**src/rtl/pipeline_run_controller.sv**
```systemverilog
// pipeline_run_controller
//
// Sequencing controller for the 4-stage 8-bit pipelined core. It loads the
// program memory from an external loader stream while the core is held in
// reset. It runs, halts and single/multi-steps the core through a clock
// enable. It also provides one PC breakpoint and a saturating executed-cycle
// counter.
//
// Ports:
//   clock, reset          system clock, asynchronous active-low reset
//   cmd_valid/ready/op/arg host command channel
//                         (NOP, RUN, HALT, STEP, LOAD, SET_BP, CLR_BP)
//   load_valid/ready/data/last
//                         loader word stream, accepted only in LOAD
//   pm_we/addr/wdata      program memory write port
//   pc                    core program counter (address of next fetch)
//   core_rst_n            registered active-low core reset
//   core_en               combinational core clock enable
//   state                 0 IDLE, 1 LOAD, 2 RUN, 3 STEP, 4 HALT
//   bp_hit, cmd_err       one-cycle status pulses
//   cycle_count           number of core_en cycles, saturating
module pipeline_run_controller #(
    parameter int PC_W  = 8,
    parameter int IW    = 17,
    parameter int CNT_W = 16
) (
    input  logic             clock,
    input  logic             reset,
    input  logic             cmd_valid,
    output logic             cmd_ready,
    input  logic [2:0]       cmd_op,
    input  logic [PC_W-1:0]  cmd_arg,
    input  logic             load_valid,
    output logic             load_ready,
    input  logic [IW-1:0]    load_data,
    input  logic             load_last,
    output logic             pm_we,
    output logic [PC_W-1:0]  pm_addr,
    output logic [IW-1:0]    pm_wdata,
    input  logic [PC_W-1:0]  pc,
    output logic             core_rst_n,
    output logic             core_en,
    output logic [2:0]       state,
    output logic             bp_hit,
    output logic             cmd_err,
    output logic [CNT_W-1:0] cycle_count
);

    typedef enum logic [2:0] {
        S_IDLE = 3'd0,
        S_LOAD = 3'd1,
        S_RUN  = 3'd2,
        S_STEP = 3'd3,
        S_HALT = 3'd4
    } state_t;

    localparam logic [2:0] OP_NOP    = 3'd0;
    localparam logic [2:0] OP_RUN    = 3'd1;
    localparam logic [2:0] OP_HALT   = 3'd2;
    localparam logic [2:0] OP_STEP   = 3'd3;
    localparam logic [2:0] OP_LOAD   = 3'd4;
    localparam logic [2:0] OP_SET_BP = 3'd5;
    localparam logic [2:0] OP_CLR_BP = 3'd6;
    localparam logic [2:0] OP_RSVD   = 3'd7;

    state_t            state_q;
    state_t            state_n;
    logic              bp_en;
    logic              bp_armed;
    logic [PC_W-1:0]   bp_addr;
    logic [PC_W-1:0]   load_ptr;
    logic [PC_W-1:0]   step_cnt;

    logic              cmd_fire;
    logic              load_fire;
    logic              bp_match;
    logic              bp_set;
    logic              bp_clr;
    logic              hit_n;
    logic              illegal_n;
    logic              clr_count;
    logic              step_load;
    logic              ptr_load;
    logic              disarm;

    assign state      = state_q;
    assign cmd_ready  = (state_q != S_LOAD);
    assign load_ready = (state_q == S_LOAD);
    assign cmd_fire   = cmd_valid && cmd_ready;
    assign load_fire  = load_valid && load_ready;

    // Program memory write is a straight pass-through of the accepted word.
    assign pm_we    = load_fire;
    assign pm_addr  = load_ptr;
    assign pm_wdata = load_data;

    // The breakpoint blocks the enable in the cycle the PC points at it,
    // so the core freezes before fetching bp_addr.
    assign bp_match = bp_en && bp_armed && (pc == bp_addr);
    assign core_en  = ((state_q == S_RUN) ||
                       ((state_q == S_STEP) && (step_cnt != '0))) && !bp_match;

    assign bp_set = cmd_fire && (cmd_op == OP_SET_BP);
    assign bp_clr = cmd_fire && (cmd_op == OP_CLR_BP);

    // Next-state and side-effect decode. Breakpoint stops take effect even
    // when a command arrives in the same cycle; a coincident HALT is legal.
    always_comb begin
        state_n   = state_q;
        hit_n     = 1'b0;
        illegal_n = 1'b0;
        clr_count = 1'b0;
        step_load = 1'b0;
        ptr_load  = 1'b0;
        disarm    = 1'b0;
        case (state_q)
            S_IDLE: begin
                if (cmd_fire) begin
                    case (cmd_op)
                        OP_RUN:  begin state_n = S_RUN;  clr_count = 1'b1; end
                        OP_STEP: begin
                            state_n   = S_STEP;
                            clr_count = 1'b1;
                            step_load = 1'b1;
                        end
                        OP_LOAD: begin
                            state_n   = S_LOAD;
                            clr_count = 1'b1;
                            ptr_load  = 1'b1;
                        end
                        OP_RSVD: illegal_n = 1'b1;
                        default: ;
                    endcase
                end
            end
            S_LOAD: begin
                if (load_fire && load_last) state_n = S_IDLE;
            end
            S_RUN: begin
                if (bp_match) begin
                    state_n = S_HALT;
                    hit_n   = 1'b1;
                end
                if (cmd_fire) begin
                    case (cmd_op)
                        OP_HALT: state_n = S_HALT;
                        OP_RUN, OP_STEP, OP_LOAD, OP_RSVD: illegal_n = 1'b1;
                        default: ;
                    endcase
                end
            end
            S_STEP: begin
                if (bp_match) begin
                    state_n = S_HALT;
                    hit_n   = 1'b1;
                end else if (core_en && (step_cnt == PC_W'(1))) begin
                    state_n = S_HALT;
                end
                if (cmd_fire) begin
                    case (cmd_op)
                        OP_HALT: state_n = S_HALT;
                        OP_RUN, OP_STEP, OP_LOAD, OP_RSVD: illegal_n = 1'b1;
                        default: ;
                    endcase
                end
            end
            S_HALT: begin
                if (cmd_fire) begin
                    case (cmd_op)
                        OP_RUN: begin
                            state_n = S_RUN;
                            disarm  = (pc == bp_addr);
                        end
                        OP_STEP: begin
                            state_n   = S_STEP;
                            step_load = 1'b1;
                            disarm    = (pc == bp_addr);
                        end
                        OP_LOAD: begin
                            state_n   = S_LOAD;
                            clr_count = 1'b1;
                            ptr_load  = 1'b1;
                        end
                        OP_RSVD: illegal_n = 1'b1;
                        default: ;
                    endcase
                end
            end
            default: state_n = S_IDLE;
        endcase
    end

    // FSM state, registered outputs and bookkeeping registers.
    always_ff @(posedge clock or negedge reset) begin
        if (!reset) begin
            state_q     <= S_IDLE;
            core_rst_n  <= 1'b0;
            bp_hit      <= 1'b0;
            cmd_err     <= 1'b0;
            cycle_count <= '0;
            bp_en       <= 1'b0;
            bp_addr     <= '0;
            bp_armed    <= 1'b1;
            load_ptr    <= '0;
            step_cnt    <= '0;
        end else begin
            state_q    <= state_n;
            core_rst_n <= !((state_n == S_IDLE) || (state_n == S_LOAD));
            bp_hit     <= hit_n;
            cmd_err    <= illegal_n;

            if (ptr_load)
                load_ptr <= cmd_arg;
            else if (load_fire)
                load_ptr <= load_ptr + PC_W'(1);

            // A step count of zero still executes one instruction.
            if (step_load)
                step_cnt <= (cmd_arg == '0) ? PC_W'(1) : cmd_arg;
            else if (core_en && (state_q == S_STEP))
                step_cnt <= step_cnt - PC_W'(1);

            if (clr_count)
                cycle_count <= '0;
            else if (core_en && (cycle_count != '1))
                cycle_count <= cycle_count + CNT_W'(1);

            if (bp_set) begin
                bp_addr <= cmd_arg;
                bp_en   <= 1'b1;
            end else if (bp_clr) begin
                bp_en   <= 1'b0;
            end

            // Resuming while parked on the breakpoint passes it once; the
            // breakpoint re-arms as soon as the PC moves off it.
            if (bp_set)
                bp_armed <= 1'b1;
            else if (disarm)
                bp_armed <= 1'b0;
            else if (pc != bp_addr)
                bp_armed <= 1'b1;
        end
    end

endmodule

```
**config.mk**
```make
export PLATFORM = sky130hd
export DESIGN_NAME = pipeline_run_controller
export DESIGN_NICKNAME = d
export VERILOG_FILES = /design/src/rtl/pipeline_run_controller.sv
export SDC_FILE = /design/constraint.sdc
export NUM_CORES = 1
export LEC_CHECK = 0
export ABC_AREA = 1
export CORE_MARGIN = 3
export CORE_UTILIZATION = 48
export DETAILED_ROUTE_END_ITERATION = 8
export GPL_ROUTABILITY_DRIVEN = 0
export HOLD_SLACK_MARGIN = 0.05
export PLACE_DENSITY = 0.83
export SYNTH_ARGS = -nofsm -noshare
export SYNTH_HDL_FRONTEND = slang
export SYNTH_SLANG_ARGS = --single-unit
```
**constraint.sdc**
```tcl
create_clock -name clock -period 2.1 [get_ports clock]
set_input_delay 0.21 -clock clock [delete_from_list [all_inputs] [get_ports clock]]
set_output_delay 0.21 -clock clock [all_outputs]
set_load 0.05 [all_outputs]
```
; ---- After elaboration in Yosys (flattened, before gate mapping)
; Index checks and enable logic that the tools add are counted.
[word_totals]
regBits = 48
inputBits = 41
output_inout_bits = 51
elab_cells = 102
[op_classes]
addsub = 3
eq_ne = 17
mux = 42
n_reduce_logical = 30
[ops]
columns = operator, n
row1 = $mux W8, 5
row2 = $mux W16, 2
row3 = $mux W3, 9
row4 = $mux W1, 22
row5 = $add A16 B1 Y16 const B, 1
row6 = $ne A16 B16 Y1 const B, 1
row7 = $eq A3 B3 Y1 const B, 5
row8 = $eq A3 B2 Y1 const B, 4
row9 = $logic_and A1 B1 Y1, 12
row10 = $pmux W3 S4, 1
row11 = $eq A3 B1 Y1 const B, 3
row12 = $pmux W3 S3, 1
row13 = $add A8 B1 Y8 const B, 1
row14 = $eq A8 B1 Y1 const B, 1
row15 = $eq A8 B8 Y1, 1
row16 = $logic_not A8 Y1, 1
row17 = $ne A8 B8 Y1, 1
row18 = $reduce_bool A2 Y1, 4
row19 = $reduce_bool A8 Y1, 1
row20 = $sub A8 B1 Y8 const B, 1
row21 = $logic_not A3 Y1, 2
row22 = $reduce_or A2 Y1, 3
row23 = $pmux W1 S2, 2
row24 = $reduce_or A4 Y1, 1
row25 = 5 further kinds, 7

; ---- Depth between registers and ports, before layout
[logic_depth]
ltp_word = 13
ltp_mapped = 14

; ---- Least setup slack after synthesis
; OpenSTA, ideal clock, no wires.
[synth_timing]
kind = reg-to-reg
startpoint = register state_q[2] (netlist: state[2])
endpoint = register load_ptr[3] (netlist: pm_addr[3])
setup_time_ps = 133
arrival_ps = 2623
required_time_ps = 1967
path_slack_ps = -656
path_stages_with_launch = 8
path_buffers = 0
period_less_slack_ps = 2756
cell_sequence = dfrtp_1 inv_1 nand3_2 nor2_1 inv_1 nor2_1 xor2_1 a21oi_1
[synth_between]
elab_chain_cells = 5
[synth_rtl]
columns = element, line
row1 = start: declaration, 66  ; state_t state_q;
row2 = start signal: assignment, 207  ; state_q <= state_n;
row3 = $ne A3 B1 Y1 *, 87  ; assign cmd_ready = (state_q != S_LOAD);
row4 = net cmd_ready, 30  ; output logic cmd_ready,
row5 = $logic_and A1 B1 Y1 *, 89  ; assign cmd_fire = cmd_valid && cmd_ready;
row6 = $mux W1 *, 168  ; if (cmd_fire) begin
row7 = $mux W1 *, -
row8 = $mux W8 / $reduce_bool A2 Y1 (equally long branches), -
row9 = end signal: assignment, 213  ; load_ptr <= cmd_arg;
row10 = end signal: assignment, 215  ; load_ptr <= load_ptr + PC_W'(1);
row11 = end: declaration, 71  ; logic [PC_W-1:0] load_ptr;
; Mark *: on every way through the listed nets, which the timed path passes. The rest lies on a longest branch.
; A chain may end at the register's enable or synchronous reset.

; ---- Worst setup path in the final report
[layout_timing]
startpoint = register step_cnt[0]
endpoint = output port core_en
[layout_between]
elab_chain_cells = 4
[layout_rtl]
columns = element, line
row1 = start: declaration, 72  ; logic [PC_W-1:0] step_cnt;
row2 = start signal: assignment, 219  ; step_cnt <= (cmd_arg == '0) ? PC_W'(1) : cmd_arg;
row3 = start signal: assignment, 221  ; step_cnt <= step_cnt - PC_W'(1);
row4 = $reduce_bool A8 Y1, 101  ; ((state_q == S_STEP) && (step_cnt != '0))) && !bp_match;
row5 = $logic_and A1 B1 Y1, 101
row6 = $logic_or A1 B1 Y1, 100  ; assign core_en = ((state_q == S_RUN) ||
row7 = $logic_and A1 B1 Y1, 101
row8 = end: declaration, 42  ; output logic core_en,
; No other way between the ends.

==> flow_metrics.tcl <==
set metrics [dict create \
    arrival_ps 1690 \
    syn2layout_area_growth_pct 20.6 \
    ant_nets 0 \
    setup_viol 0 \
    routed_wirelength_mm 7.35 \
    cts-buffers-inserted 5 \
    drive_gt1_share_pct 11.4 \
    grt_use_total_pct 20.2 \
    syn_area_um2 3150 \
    startpoint_type "flip-flop" \
    start_util_pct 51.4 \
    hpwl_mm 5.76 \
    maxCapViolCount 0 \
    hold_violations 0 \
    yosysSeqAreaShare_pct 38.1 \
    place_inst 541 \
    cp-end-kind "primary output" \
    status "completed" \
    die_width_um 87.1 \
    grt_max_degree 21 \
    synth_top_area_cell "dfrtp_1" \
    antenna_cells 0 \
    slew_headroom_pct 60.3 \
    synthTopCellsByCount "nand2_1, dfrtp_1, inv_1, nor2_1, nand3_1" \
    async_flop_share_pct 100 \
    drt-pass1-iter-count 4 \
    syn_area_per_cell_um2 7.38 \
    synth_area_leaders "dfrtp_1, nand2_1, inv_1" \
    cts_root_buf "clkbuf_8" \
    worst_pin_slew_ps 593 \
    finalCriticalPeriod_ps 1900 \
    grt_pass1_wl_mm 12.4 \
    p_total_mw 4.54 \
    crit_fanout 4 \
    route.detailed.drc 0 \
    setup_slack_ps 202 \
    holdWs_ps 367 \
    port_buffers 57 \
    tns_ps 0 \
    grt_pass1_vias 2718 \
    p_leak_nw 1.84 \
    power_density_nw_per_um2 1190 \
    path_clk_slew_ps 100 \
    rrSetupSlack_ps 210 \
    path_cells "inv_1 -> ha_1 -> nand2_1 -> o21ai_1 -> nand2_1 -> nand2_1 -> inv_2 -> buf_12" \
    die_h_um 87.1 \
    place_ws_ps 46.4 \
    coreArea_um2 6130 \
    ff2ff_path_depth 11 \
    finClkSkew_ps 12.7 \
    drtIter0Drc 134 \
    vdd_drop_max_mv 0.928 \
    postPlaceCellArea_um2 3690 \
    yosysMostFrequentCell "nand2_1" \
    rr_startpoint "cycle_count[1]$_DFFE_PN0P_" \
    grt_antenna_before_repair 0 \
    synth_cell_types 36 \
    ios 92 \
    rsz0062_at_grt "false" \
    clock_latency_ps 310 \
    synth_top_area_share_pct 37.3 \
    reg2reg_to "cycle_count[6]$_DFFE_PN0P_" \
    via_per_inst 5.04 \
    crit_top_cell "nand2_1" \
    timing.final.crit_share_pct 90.4 \
    rows 28 \
    hold_class "input port to async pin" \
    cts_sinks 48 \
    cp_slowest_stage_delay_ps 410 \
    critPathBufInv 3 \
    synth-edff-count 0 \
    globalRouteOverflowTotal 0 \
    critPathSlowestCell "dfrtp_1" \
    h-tree-depth 2 \
    critPathTopFamily "flip-flops" \
    max_freq_mhz 527 \
    cts_tree "built" \
    fin_util_pct 62.0 \
    slew_viol_final 0 \
    final_nets 519 \
    fin_cells 550 \
    netlist_instances 427 \
    syn-num-nets 472 \
    cts_setup_buffers 0 \
    path_class "flip-flop to primary output" \
    vias 2770 \
    synth-seq-cells 48 \
    cts_buffer_depth 2 \
    die_area_um2 7580 \
    wl_per_cell_um 13.4 \
    ys.flop_type "dfrtp_1" \
    yosys_warnings 0 \
    postLayoutCellArea_um2 3800 \
    worstPathRequired_ps 1890 \
]
[metal layers]
layer,up-vias,GRT usage [%],part of all wire [%]
met3,8,3.03,5.1
met1,1267,27.6,46
li1,1427,-,-
met2,68,33.4,48
met4,0,5.38,1.3
met5,-,0,0
[power breakdown]
part           leakage [nW]  switching [mW]  total [mW]  internal (mW)
Combinational          1.19            1.62        2.46          0.842
Sequential            0.610           0.287        1.51           1.22
Clock                0.0414           0.327       0.565          0.238
[how the worst max path moves through the flow]
| stage | startpoint | end | slack, ps | cells past startpoint |
|---|---|---|---|---|
| 2_1_floorplan | state[2]$_DFF_PN0_ | cycle_count[6]$_DFFE_PN0P_ | 20 | 12 |
| 3_3_place_gp | cmd_op[1] | cycle_count[5]$_DFFE_PN0P_ | 110 | 11 |
| 3_5_place_dp | cmd_op[1] | cycle_count[5]$_DFFE_PN0P_ | 50 | 11 |
| 4_1_cts | state[2]$_DFF_PN0_ | cmd_ready | 40 | 3 |
| 5_1_grt | cycle_count[1]$_DFFE_PN0P_ | cycle_count[6]$_DFFE_PN0P_ | 9 | 11 |
| 6_report | step_cnt[0]$_DFFE_PN0P_ | core_en | 200 | 8 |
[repair_timing]
action,4_1_cts,5_1_grt
hold buffers,1,0
hold endpoints to repair,18,0
endpoints found under the setup margin,0,17
resized for setup,0,4
[sequential cells by signal, summed over array words and instances, names as in the netlist]
register	flops
bp_addr	8
bp_armed	1
bp_en	1
bp_hit	1
cmd_err	1
core_rst_n	1
cycle_count	16
pm_addr	8
state	3
step_cnt	8
[cell type report]
type | instances | area, µm²
multi-input combinational | 300 | 1560
fill | 520 | 2330
timing repair buffer | 64 | 641
clock inverter | 2 | 16.3
sequential | 48 | 1200
inverter | 55 | 214
tap | 75 | 93.8
clock buffer | 6 | 72.6
[placed cells by master, fill, tap and decap left out, types with 3 or more instances in the layout]
cell type | netlist | layout
dfrtp_1 | 47 | 45
nand3_2 | 4 | 3
nor2_1 | 41 | 40
nor4_1 | 3 | 3
nand4_1 | 8 | 8
inv_2 | 7 | 7
buf_4 | 17 | 7
o21ai_0 | 25 | 25
o21ai_1 | 3 | 3
xor2_1 | 17 | 17
inv_1 | 47 | 47
clkdlybuf4s50_1 | 0 | 52
ha_1 | 4 | 4
a21oi_1 | 9 | 9
nand2_2 | 9 | 9
nand2_1 | 122 | 122
nand3_1 | 26 | 26
nor3_1 | 5 | 5
clkbuf_8 | 0 | 5
nor2_2 | 3 | 3
xnor2_1 | 6 | 6
[cells by family (layout without fill, tap and decap cells)]
family                     Yosys count  in the layout  share of synthesized area [%]
AOI/OAI and AO/OA                   42             42                           7.18
xor gates and xnor gates            23             23                           6.39
adders and majority gates            4              4                           1.59
buffers and inverters               79            127                           12.9
DFF                                 48             48                           38.1
and+or+nand+nor                    231            231                           33.8
Note: power is estimated with default switching activity, not from simulation.
==> RTL change (config.mk and constraints unchanged) <==
Change the parameter `IW` from 17 to 34.
--- a/src/rtl/pipeline_run_controller.sv
+++ b/src/rtl/pipeline_run_controller.sv
@@ -22,5 +22,5 @@
 module pipeline_run_controller #(
     parameter int PC_W  = 8,
-    parameter int IW    = 17,
+    parameter int IW    = 34,
     parameter int CNT_W = 16
 ) (
Ports: changed (resized load_data and pm_wdata); port bits go from 92 to 126. No check against the original RTL was run, so the function may have changed too.
==> RTL change against the unedited design <==
  * Total power fell by 0.37%
  * Sequential cell count is the same
  * Area after synthesis rose by 4.0%
  * Final cell count up 0.73%
  * Clock power is 5.5% lower
  * Final area is 0.33% higher
  * Maximum frequency decreased by 1.4%
  * Routed wire length increased by 0.54%
  * Worst hold slack better by 0.043 ns
  * Worst setup slack worse by 0.026 ns
  * Core utilization fell by 3.3 points
  * Critical endpoint is now cycle_count[12]$_DFFE_PN0P_
  * Largest cell class unchanged
  * Largest power group unchanged
  * Highest routed layer unchanged
==> RTL change: results (changes against the unedited design) <==
qor: setup_path.worstPathMaxFanout 16 [+12]
qor: cells_and_area.design.final.nets 539 [+3.9%]
qor: cells_and_area.nNonClkBuffers 67 [+4.7%]
qor: cells_and_area.final-nonclk-buf-share 0.1739 [+0.005353]
qor: cells_and_area.clock_area_frac 0.02133 [-0.002045]
qor: drt.via_count 2887 [+4.2%]
qor: power.worst_ir_drop_vdd 0.7806 mV [-16%]
qor: place.post-dp-hpwl 5.815 mm [+0.99%]
qor: grt.via_count_of_the_first_global_routing_pass 2688 [-1.1%]
qor: drt.routed_wire_length_per_instance 13.35 um [-0.18%]
qor: grt.grt_use_met2 0.3273 [-0.006763]
qor: power.leakage 1.858 nW [+0.74%]
qor: place.dp_slack 0.09638 ns [+0.04998 ns]
qor: drt.drtIter0Drc 187 [+40%]
qor: cells_and_area.fraction_of_final_layout_cells_with_drive_strength_greater_than_1 0.1153 [+0.001620]
qor: grt.gr-usage-met3 0.03259 [+0.002314]
qor: setup_path.crit_path_max_incr_delay 0.43 ns [+0.02 ns]
qor: grt.gr-usage-all-layers 0.1989 [-0.003116]
qor: grt.grt_util_met1 0.2673 [-0.008529]
qor: cells_and_area.instances_no_fill 554 [+0.73%]
qor: setup_path.signal_arrival_time_at_the_worst_endpoint 2.17 ns [+0.48 ns]
qor: yosys.ys_top_cells_by_area sky130_fd_sc_hd__dfrtp_1, sky130_fd_sc_hd__nand2_1, sky130_fd_sc_hd__buf_4
qor: yosys.syn_area_per_cell 7.389 um2 [about the same]
qor: sta.worst_hold_slack 0.4100 ns [+0.04316 ns]
qor: cells_and_area.multi_input_cells 300 [unchanged]
qor: drt.detailedRoute.firstPassIterationCount 5 [+1]
qor: yosys.synth_nets 506 [+7.2%]
qor: drt.wirelength_met1 3.228 mm [-3.9%]
qor: setup_path.critical_path.top_delay_family simple AND/OR/NAND/NOR gates
qor: grt.grt_max_degree 25 [+19%]
qor: drt.wl_met3 449 um [+19%]
qor: cells_and_area.numSequentialCells 48 [unchanged]
qor: power.switching_part_of_the_total 0.4910 [-0.001450]
qor: cells_and_area.seq_share 0.3153 [-0.001698]
qor: sta.min_period 1.924 ns [+0.02605 ns]
qor: grt.first_pass_grt_wire_length 12.42 mm [+0.23%]
qor: outcome.outcome finished, final reports clean
==> RTL change: cell types whose count changed after synthesis, sizes merged <==
cell,change
buf,+17
==> RTL change: power groups by stage <==
stage | clock, mW | sequential (mW) | combinational (mW)
floorplan | 0 | 1.95 | 1.52
global placement | 0 | 1.50 | 2.42
detailed placement | 0 | 1.51 | 2.49
CTS | 0.541 | 1.49 | 2.51
global route | 0.577 | 1.54 | 2.72
finish | 0.534 | 1.50 | 2.49
==> RTL change: logic make-up after synthesis <==
group | Yosys count | share of synthesized area
adders and majority gates | 4 | 0.01526
AOI/OAI and AO/OA | 42 | 0.06903
buffers and inverters | 96 | 0.1629
and+or+nand+nor | 231 | 0.3249
xor gates and xnor gates | 23 | 0.06140
DFF | 48 | 0.3665
==> RTL change: repair_timing <==
item | in CTS | in global routing
resized for setup | 0 | 1
setup buffers | 0 | 0
hold buffers | 1 | 0
setup endpoints to repair | 0 | 1
hold endpoints to repair | 22 | 0
==> RTL change: through the flow <==
step | instance area (um2) | power (mW)
finish | 3814 | 4.524
detailed placement | 3720 | 3.998
CTS | 3811 | 4.540
global route | 3814 | 4.838
floorplan | 3296 | 3.469
global placement | 3720 | 3.920
==> RTL change: path summary, 6_finish.rpt <==
check / startpoint / to / cells after the start
max in group asynchronous: reset / bp_armed$_DFFE_PN1P_ / 3
hold / removal: reset / cycle_count[4]$_DFFE_PN0P_ / 2
min in group clock: load_data[10] / pm_wdata[10] / 0
hold reg to reg: bp_addr[6]$_DFFE_PN0P_ / bp_addr[6]$_DFFE_PN0P_ / 2
setup / recovery: cycle_count[1]$_DFFE_PN0P_ / cycle_count[12]$_DFFE_PN0P_ / 11
setup reg to reg: cycle_count[1]$_DFFE_PN0P_ / cycle_count[12]$_DFFE_PN0P_ / 11
